`src/rtl/fpgalib_uart_pkg.sv`:
```
// Shared types and helpers for the FIFO-fed UART transmitter.
// Optional macro PARITY_EN adds an even-parity bit to every frame.
package fpgalib_uart_pkg;

    localparam int BITS_PER_BYTE = 8;

    typedef enum logic [2:0] {
        IDLE,
        START,
        DATA,
`ifdef PARITY_EN
        PARITY,
`endif
        STOP
    } state_t;

    function automatic logic even_parity(input logic [BITS_PER_BYTE-1:0] data_byte);
        return ^data_byte;
    endfunction

endpackage

```
`src/rtl/uart_baud_gen.sv`:
```
// Reloadable bit-period down-counter; tick marks the last clock of each bit.
module uart_baud_gen #(
    parameter int BAUD_W = 16
) (
    input  logic              clk_i,
    input  logic              rst_i,
    input  logic              load,
    input  logic [BAUD_W-1:0] div,
    output logic              tick
);

    logic [BAUD_W-1:0] cnt_reg;
    logic [BAUD_W-1:0] reload_reg;

    always_ff @(posedge clk_i) begin
        if (rst_i) begin
            cnt_reg    <= '0;
            reload_reg <= '0;
        end else if (load) begin
            cnt_reg    <= div;
            reload_reg <= div;
        end else if (cnt_reg == '0) begin
            cnt_reg    <= reload_reg;
        end else begin
            cnt_reg    <= cnt_reg - 1'b1;
        end
    end

    // The load cycle is still IDLE, so a stale tick there must not count.
    assign tick = (cnt_reg == '0) && !load;

endmodule

```
`src/rtl/fifo_uart_tx.sv`:
```
// Pops words from a show-ahead FIFO and sends them LSB byte first as 8N1 frames.
// Define PARITY_EN to insert an even-parity bit between data and stop.
module fifo_uart_tx
    import fpgalib_uart_pkg::*;
#(
    parameter int DWIDTH = 32,
    parameter int BAUD_W = 16
) (
    input  logic              clk_i,
    input  logic              rst_i,
    input  logic              enable_i,
    input  logic [BAUD_W-1:0] baud_div_i,
    input  logic [DWIDTH-1:0] fifo_data_i,
    input  logic              fifo_empty_i,
    output logic              fifo_read_o,
    output logic              tx_o,
    output logic              busy_o
);

    localparam int NBYTES = DWIDTH / BITS_PER_BYTE;
    localparam int BCW    = (NBYTES > 1) ? $clog2(NBYTES) : 1;

    state_t            state_reg, state_next;
    logic [DWIDTH-1:0] shift_reg, shift_next;
    logic [2:0]        bit_cnt_reg, bit_cnt_next;
    logic [BCW-1:0]    byte_cnt_reg, byte_cnt_next;
    logic              tx_reg, tx_next;
    logic              tick;

    uart_baud_gen #(.BAUD_W(BAUD_W)) u_baud (
        .clk_i (clk_i),
        .rst_i (rst_i),
        .load  (fifo_read_o),
        .div   (baud_div_i),
        .tick  (tick)
    );

    always_comb begin
        state_next    = state_reg;
        shift_next    = shift_reg;
        bit_cnt_next  = bit_cnt_reg;
        byte_cnt_next = byte_cnt_reg;
        fifo_read_o   = (state_reg == IDLE) && enable_i && !fifo_empty_i && !rst_i;

        case (state_reg)
            IDLE: begin
                if (fifo_read_o) begin
                    shift_next    = fifo_data_i;
                    bit_cnt_next  = '0;
                    byte_cnt_next = '0;
                    state_next    = START;
                end
            end
            START: begin
                if (tick) begin
                    bit_cnt_next = '0;
                    state_next   = DATA;
                end
            end
            DATA: begin
                if (tick) begin
                    if (bit_cnt_reg == 3'd7) begin
`ifdef PARITY_EN
                        state_next = PARITY;
`else
                        state_next = STOP;
`endif
                    end else begin
                        bit_cnt_next = bit_cnt_reg + 3'd1;
                    end
                end
            end
`ifdef PARITY_EN
            PARITY: begin
                if (tick) state_next = STOP;
            end
`endif
            STOP: begin
                if (tick) begin
                    // Next byte follows back-to-back; the last byte returns to IDLE.
                    if (byte_cnt_reg < BCW'(NBYTES - 1)) begin
                        byte_cnt_next = byte_cnt_reg + 1'b1;
                        shift_next    = shift_reg >> BITS_PER_BYTE;
                        state_next    = START;
                    end else begin
                        state_next    = IDLE;
                    end
                end
            end
            default: state_next = IDLE;
        endcase

        // Line level is computed from the upcoming state so tx_o stays registered.
        case (state_next)
            START:   tx_next = 1'b0;
            DATA:    tx_next = shift_next[bit_cnt_next];
`ifdef PARITY_EN
            PARITY:  tx_next = even_parity(shift_next[BITS_PER_BYTE-1:0]);
`endif
            default: tx_next = 1'b1;
        endcase
    end

    always_ff @(posedge clk_i) begin
        if (rst_i) begin
            state_reg    <= IDLE;
            shift_reg    <= '0;
            bit_cnt_reg  <= '0;
            byte_cnt_reg <= '0;
            tx_reg       <= 1'b1;
        end else begin
            state_reg    <= state_next;
            shift_reg    <= shift_next;
            bit_cnt_reg  <= bit_cnt_next;
            byte_cnt_reg <= byte_cnt_next;
            tx_reg       <= tx_next;
        end
    end

    assign tx_o   = tx_reg;
    assign busy_o = (state_reg != IDLE);

endmodule
```
`config.mk`:
```
export PLATFORM = sky130hd
export DESIGN_NAME = fifo_uart_tx
export DESIGN_NICKNAME = d
export VERILOG_FILES = /design/src/rtl/fpgalib_uart_pkg.sv /design/src/rtl/uart_baud_gen.sv /design/src/rtl/fifo_uart_tx.sv
export SDC_FILE = /design/constraint.sdc
export NUM_CORES = 1
export LEC_CHECK = 0
export CORE_AREA = 2 2 82 84
export CTS_CLUSTER_DIAMETER = 150
export CTS_CLUSTER_SIZE = 14
export DETAILED_ROUTE_END_ITERATION = 6
export DIE_AREA = 0 0 84 86
export HOLD_SLACK_MARGIN = 0.02
export PLACE_DENSITY = 0.87
export SYNTH_ARGS = -nofsm -noshare
export SYNTH_HDL_FRONTEND = slang
export SYNTH_SLANG_ARGS = --single-unit
```
`constraint.sdc`:
```
create_clock -name clk_i -period 2.6 [get_ports clk_i]
set_input_delay 0.52 -clock clk_i [delete_from_list [all_inputs] [get_ports clk_i]]
set_output_delay 0.52 -clock clk_i [all_outputs]
set_load 0.05 [all_outputs]
```
# Word-level counts from Yosys, hierarchy flattened

Index checks and enable logic that the tools add are counted.
Widths: inputs -> output; s select.

Equal/unequal tests: 9
Muxes and demuxes: 25
Add/subtract/negate cells: 3
$lt $le $gt $ge: 2
Reduce and logical (&&, ||, !) cells: 12

Operators with widths:

| operator              | count |
|---|---|
| $mux 32               | 3 |
| $pmux 32 s2           | 1 |
| $mux 16               | 2 |
| $mux 3                | 9 |
| $logic_not 16->1      | 1 |
| $sub 16x1->16 const B | 1 |
| $pmux 3 s4            | 1 |
| $eq 3x2->1 const B    | 3 |
| $pmux 3 s3            | 1 |
| $eq 3x1->1 const B    | 2 |
| $lt 3x6->1 const B    | 1 |
| $mux 2                | 3 |
| $logic_and 1x1->1     | 4 |
| $ne 2x2->1 const B    | 2 |
| $pmux 2 s2            | 1 |
| $reduce_and 4->1      | 1 |
| $add 3x1->3 const B   | 1 |
| $bmux 1 s3            | 1 |
| $eq 3x3->1 const B    | 1 |
| $logic_not 1->1       | 3 |
| $logic_not 3->1       | 1 |
| $reduce_bool 3->1     | 1 |
| $add 2x1->2 const B   | 1 |
| $lt 2x2->1 const B    | 1 |
| 4 further kinds       | 5 |

Output and inout bits: 3
Bits of input ports: 52
Word-level logic and storage cells: 59
Bits in registers: 73

# Longest topological paths before layout

Gate-level depths: netlist of the first run.

Depth in word-level cells: 11
Gate-level depth with buffers: 11
Gate-level depth less buffers: 9

# By module

A second synthesis of the first run with hierarchy kept.

Cell total of the unflattened synthesis: 405
Area total of the unflattened synthesis: 3507.1 um^2

By module, submodules not included:

| module        | area each (um^2) | times used | sequential area each (um^2) | cells each |
|---|---|---|---|---|
| fifo_uart_tx  | 1933.1           | 1          | 820.8                       | 211 |
| uart_baud_gen | 1574.0           | 1          | 640.6                       | 194 |

# Worst setup path after synthesis of the first run

OpenSTA, ideal clock, no wires.

Path type: flip-flop to flip-flop
Start: register u_baud.cnt_reg[0]
End: register tx_reg, in the netlist tx_o
Arrival time: 2.280 ns
Clock period less this slack: 2.399 ns
Required time: 2.480 ns
Slack: 0.201 ns
Path buffers: 1
Cell stages (with the launch flop): 11
Setup time: 0.120 ns
Cells stage by stage: dfxtp_1 > inv_1 > ha_1 > nor3b_2 > and4_1 > clkbuf_1 > nand3_1 > xor2_1 > or4_1 > a31o_1 > o31a_1

Word-level cells in the longest chain between the ends: 7
Elaborated cells between the ends (all ways): 16
Those cells by class: eq/ne (2); mux (12); reduce/logical (2)

Ends and longest elaborated chain:

| what                                      | RTL line            | source |
|---|---|---|
| start, declared                           | uart_baud_gen.sv:12 | `logic [BAUD_W-1:0] cnt_reg;` |
| start signal, assigned                    | uart_baud_gen.sv:20 | `cnt_reg <= div;` |
| start signal, assigned                    | uart_baud_gen.sv:23 | `cnt_reg <= reload_reg;` |
| start signal, assigned                    | uart_baud_gen.sv:25 | `cnt_reg <= cnt_reg - 1'b1;` |
| $logic_not 16->1 *                        | uart_baud_gen.sv:30 | `assign tick = (cnt_reg == '0) && !load;` |
| $logic_and 1x1->1 *                       | uart_baud_gen.sv:30 |  |
| $mux 3, or another cell as far along      | fifo_uart_tx.sv:61  | `if (tick) begin` |
| $pmux 3 s3 or $pmux 32 s2 (tied branches) | fifo_uart_tx.sv:45  | `case (state_reg)` |
| $bmux 1 s3                                | fifo_uart_tx.sv:96  | `DATA: tx_next = shift_next[bit_cnt_next];` |
| $mux 1 (not written as such)              | fifo_uart_tx.sv:96  |  |
| $pmux 1 s2 *                              | fifo_uart_tx.sv:94  | `case (state_next)` |
| end signal, assigned                      | fifo_uart_tx.sv:116 | `tx_reg <= tx_next;` |
| end, declared                             | fifo_uart_tx.sv:27  | `logic tx_reg, tx_next;` |

Every way passes the cells marked *; elsewhere a longest branch is shown, timed or not. The select of a mux whose other input is x is not followed.
A chain may end at the register's enable or synchronous reset.

# Worst setup path after layout of the first run

Start: register u_baud.cnt_reg[1]
End: register tx_reg, in the netlist tx_o

The elaborated chain is that of the path after synthesis.

==> metrics.md, run 1 <==
| Metric | Value |
|---|---|
| Status | `completed` |
| Core Region | `0.00628 sq mm` |
| Vias | `3,112` |
| Lkg Pwr | `0.00154 uW` |
| Crit-path max FO | `4` |
| Iteration-0 DRC Markers | `258` |
| Hold Crit Start | `shift_reg[13]` |
| Number of synthesized flops with an enable pin | `0` |
| I/O Buffers | `54` |
| Layout cells sized above 1 | `0.142` |
| Synth Area in Simple Gates | `0.231` |
| FF-to-FF path depth | `11` |
| Slew Viols, Final | `0` |
| Synth Area in XOR/XNOR | `0.0320` |
| Vias in the first global route | `2,789` |
| Syn-to-layout area delta | `28.6%` |
| Clock Tree Root | `clkbuf_8` |
| Hpwl dp | `5.18 mm` |
| Die width | `84 microns` |
| Gpl congestion | `0.911` |
| Synth Area in Adders | `0.0114` |
| Critical setup path kind | `register to register` |
| Final period util | `0.965` |
| Vias/cell | `5.81` |
| # Max-Cap Violations | `0` |
| Yosys warns | `0` |
| Die H | `86 microns` |
| Final nets | `509` |
| H-Tree Depth | `3` |
| Tmin final | `2.51 ns` |
| CTS Buf Count | `9` |
| Ys flop type | `dfxtp_1` |
| Tot GR Track Use | `0.216` |
| Mapped Cells | `393` |
| CTS max path bufs | `2` |
| Worst R2R Start | `u_baud.cnt_reg[1]` |
| Max Clk Rate | `399 MHz` |
| Die ar. | `0.00722 sq mm` |
| WL/cell | `14.6 microns` |
| Initial DRT Pass Iterations | `6` |
| Layout Utilization | `0.674` |
| Synth cell types | `59` |
| Worst-Margin Slew | `0.725 ns` |
| Num Clock Sinks | `73` |
| # setup viols final | `0` |
| Clock slew at reported path FFs | `0.08 ns` |
| Compound-Gate Fraction of Synth Area | `0.234` |
| Register-to-register setup slack | `0.09 ns` |
| Post-CTS Hold Buffers | `0` |
| Area occupied by multi-input gates | `0.00178 sq mm` |
| Hold Path End | `shift_reg[13]` |
| Initial antenna violation count | `0` |
| Post-synthesis sequential area ratio | `0.444` |
| Worst Skew | `0.0109 ns` |
| CTS tree | `done` |
| Reg area | `0.00146 sq mm` |
| Pin count of the biggest net entering global routing | `72` |
| Rows | `29` |
| FF-to-FF End | `tx_o` |
| Pwr per Cell Area | `778 mW/mm^2` |
| GRT overflow | `0` |
| Setup_tns | `0 ns` |
| Arr. time, crit path | `2.76 ns` |
| Peak VDD IR | `0.000522 V` |
| FILL cells | `501` |
| Final Hold Viols | `0` |
| Top Ports | `55` |
| DRC violations left | `0` |
| Worst-skew pair later-pin latency | `0.35 ns` |
| Ys async rst share | `0` |
| Mapped Area | `0.00329 sq mm` |
| Synthesized area per cell | `8.37 sq um` |
| Drt total wl | `7.83 mm` |
| Max reg flops | `32` |
| Diode count | `0` |
| Post-synthesis mux area share | `0.00989` |
| Slew HR | `0.516` |
| Crit path launch type | `register` |
| Starting Density | `0.524` |
| Main combinational cell family by area after synthesis | `compound AO/OA/AOI/OAI gates` |
| First-pass GRT wire length | `12.7 mm` |
| Critical Path End Type | `register` |
| Tightest Hold Check Type | `register to register` |
| Syn nets | `448` |
| #FFs+latches synth | `73` |
| Hold path depth | `2` |
| Crit path required time | `2.85 ns` |
| Routed Antenna Nets | `0` |
[what timing repair did]
action / CTS / global route
buffers inserted: 0 / 2
gates resized for setup: 0 / 15
endpoints found under the setup margin: 0 / 1
[power by group]
part / total [uW] / switching (uW) / internal [uW] / leakage (uW)
Sequential: 1360 / 128 / 1230 / 0.000594
Combinational: 1150 / 560 / 588 / 0.000866
Clock: 783 / 439 / 344 / 0.0000850
[how the worst max path moves through the flow]
stage,startpoint,to,slack (ns),cells after the start
floorplan,u_baud.cnt_reg[0],tx_o,0.20,10
global placement,fifo_empty_i,tx_o,-0.02,8
detailed placement,fifo_empty_i,tx_o,-0.14,8
CTS,u_baud.cnt_reg[0],tx_o,0.07,9
global route,u_baud.cnt_reg[1],tx_o,-0.03,9
finish,u_baud.cnt_reg[1],tx_o,0.09,11
[synthesized netlist by cell type, types with 2 or more instances]
cell	n	area (sq um)
nand4b_1	3	26.3
mux2_2	2	22.5
a211o_1	2	17.5
o21ai_0	3	15.0
a221oi_1	7	61.3
buf_1	3	11.3
nand3b_1	2	15.0
or3_1	2	12.5
dfxtp_1	73	1460
nor3b_1	2	15.0
nand2_1	70	263
xnor2_1	7	61.3
clkbuf_1	20	75.1
o31ai_1	3	22.5
xor2_1	5	43.8
ha_1	3	37.5
inv_1	3	11.3
nand2b_1	2	12.5
nor2b_1	3	18.8
a22oi_1	16	120
a21oi_1	58	290
and3_1	8	50.1
nand3_1	14	70.1
buf_2	4	20.0
nor2_2	2	12.5
and2_1	2	12.5
o211ai_1	14	105
nor2_1	25	93.8
nor3_1	4	20.0
or4_4	2	22.5
[through the flow]
stage | std cells | power [uW] | worst slack, ns | instance area (sq um) | hold slack [ns]
after floorplan | 393 | 2120 | 0.201 | 3290 | 0.432
after CTS | 534 | 3200 | 0.0668 | 4140 | 0.458
after global routing | 536 | 3480 | -0.0269 | 4230 | 0.479
final | 536 | 3290 | 0.0919 | 4230 | 0.457
after detailed placement | 518 | 2420 | -0.144 | 3970 | 0.447
after global placement | 518 | 2390 | -0.0241 | 3970 | 0.442
[cell families after synthesis]
group / Yosys count
xor+xnor: 12
fa+ha+maj: 3
flops: 73
other cells: 1
compound gates: 119
buf+inv: 31
simple gates: 151
mux: 3
[layout make-up]
cell class | instances | share of cell area
clock inverter | 7 | 0.0112
tap | 77 | 0.0228
sequential | 73 | 0.346
multi-input combinational | 289 | 0.420
timing repair buffer | 77 | 0.167
inverter | 4 | 0.00355
clock buffer | 9 | 0.0293
[critical path: stages (launching register included)]
cell and delay [ns]:
dfxtp_1 0.37, inv_1 0.05, ha_1 0.21, nor3b_4 0.18, and4_4 0.21, buf_4 0.14
buf_4 0.14, nand2_1 0.12, o32ai_1 0.11, or4_1 0.45, a31o_1 0.20, o31a_1 0.23
[cell usage in the layout (no fill, tap or decap), types with 2 or more instances in the layout]
master,netlist,final
buf_4,0,24
nor2b_1,3,3
clkdlybuf4s50_1,0,52
nand4b_1,3,3
and3_1,8,8
nand2_1,70,70
ha_1,3,3
a21oi_1,58,58
mux2_2,2,2
or4_4,2,2
nand2b_1,2,2
dfxtp_1,73,71
o21ai_0,3,3
xnor2_1,7,7
nor2_1,25,25
nand3_1,14,13
dfxtp_2,0,2
a22oi_1,16,16
a211o_1,2,2
a221oi_2,0,3
xor2_1,5,4
inv_1,3,3
clkinvlp_4,0,2
clkinv_2,0,3
clkbuf_8,0,9
o211ai_1,14,14
nor2_2,2,2
or3_1,2,2
clkinv_4,0,2
o31ai_1,3,3
a221oi_1,7,4
and2_1,2,2
nor3_1,4,4
nor3b_1,2,2
nand3b_1,2,2
[layer usage]
metal	GRT usage	vias up	wire length [microns]
met5	0	-	0
met4	0.0748	0	147
met3	0.0443	15	434
met2	0.364	99	3800
met1	0.277	1451	3450
li1	-	1547	-
Power figures use the tool's default switching activity.
==> run 2: changes to the inputs <==
--- a/config.mk
+++ b/config.mk
@@ -5,8 +5,9 @@
 export SDC_FILE = /design/constraint.sdc
 export NUM_CORES = 1
 export LEC_CHECK = 0
+export CAP_MARGIN = 20
 export CORE_AREA = 2 2 82 84
-export CTS_CLUSTER_DIAMETER = 150
+export CTS_CLUSTER_DIAMETER = 30
 export CTS_CLUSTER_SIZE = 14
 export DETAILED_ROUTE_END_ITERATION = 6
 export DIE_AREA = 0 0 84 86
==> results of run 2 <==
Final layout, timing and power as in run 1 (identical DEF).
==> run 3: changes to the inputs <==
--- a/config.mk
+++ b/config.mk
@@ -13,6 +13,7 @@
 export DIE_AREA = 0 0 84 86
 export HOLD_SLACK_MARGIN = 0.02
 export PLACE_DENSITY = 0.87
+export SKIP_CTS_REPAIR_TIMING = 1
 export SYNTH_ARGS = -nofsm -noshare
 export SYNTH_HDL_FRONTEND = slang
 export SYNTH_SLANG_ARGS = --single-unit
==> results of run 3 <==
Final layout, timing and power as in run 1 (identical DEF).
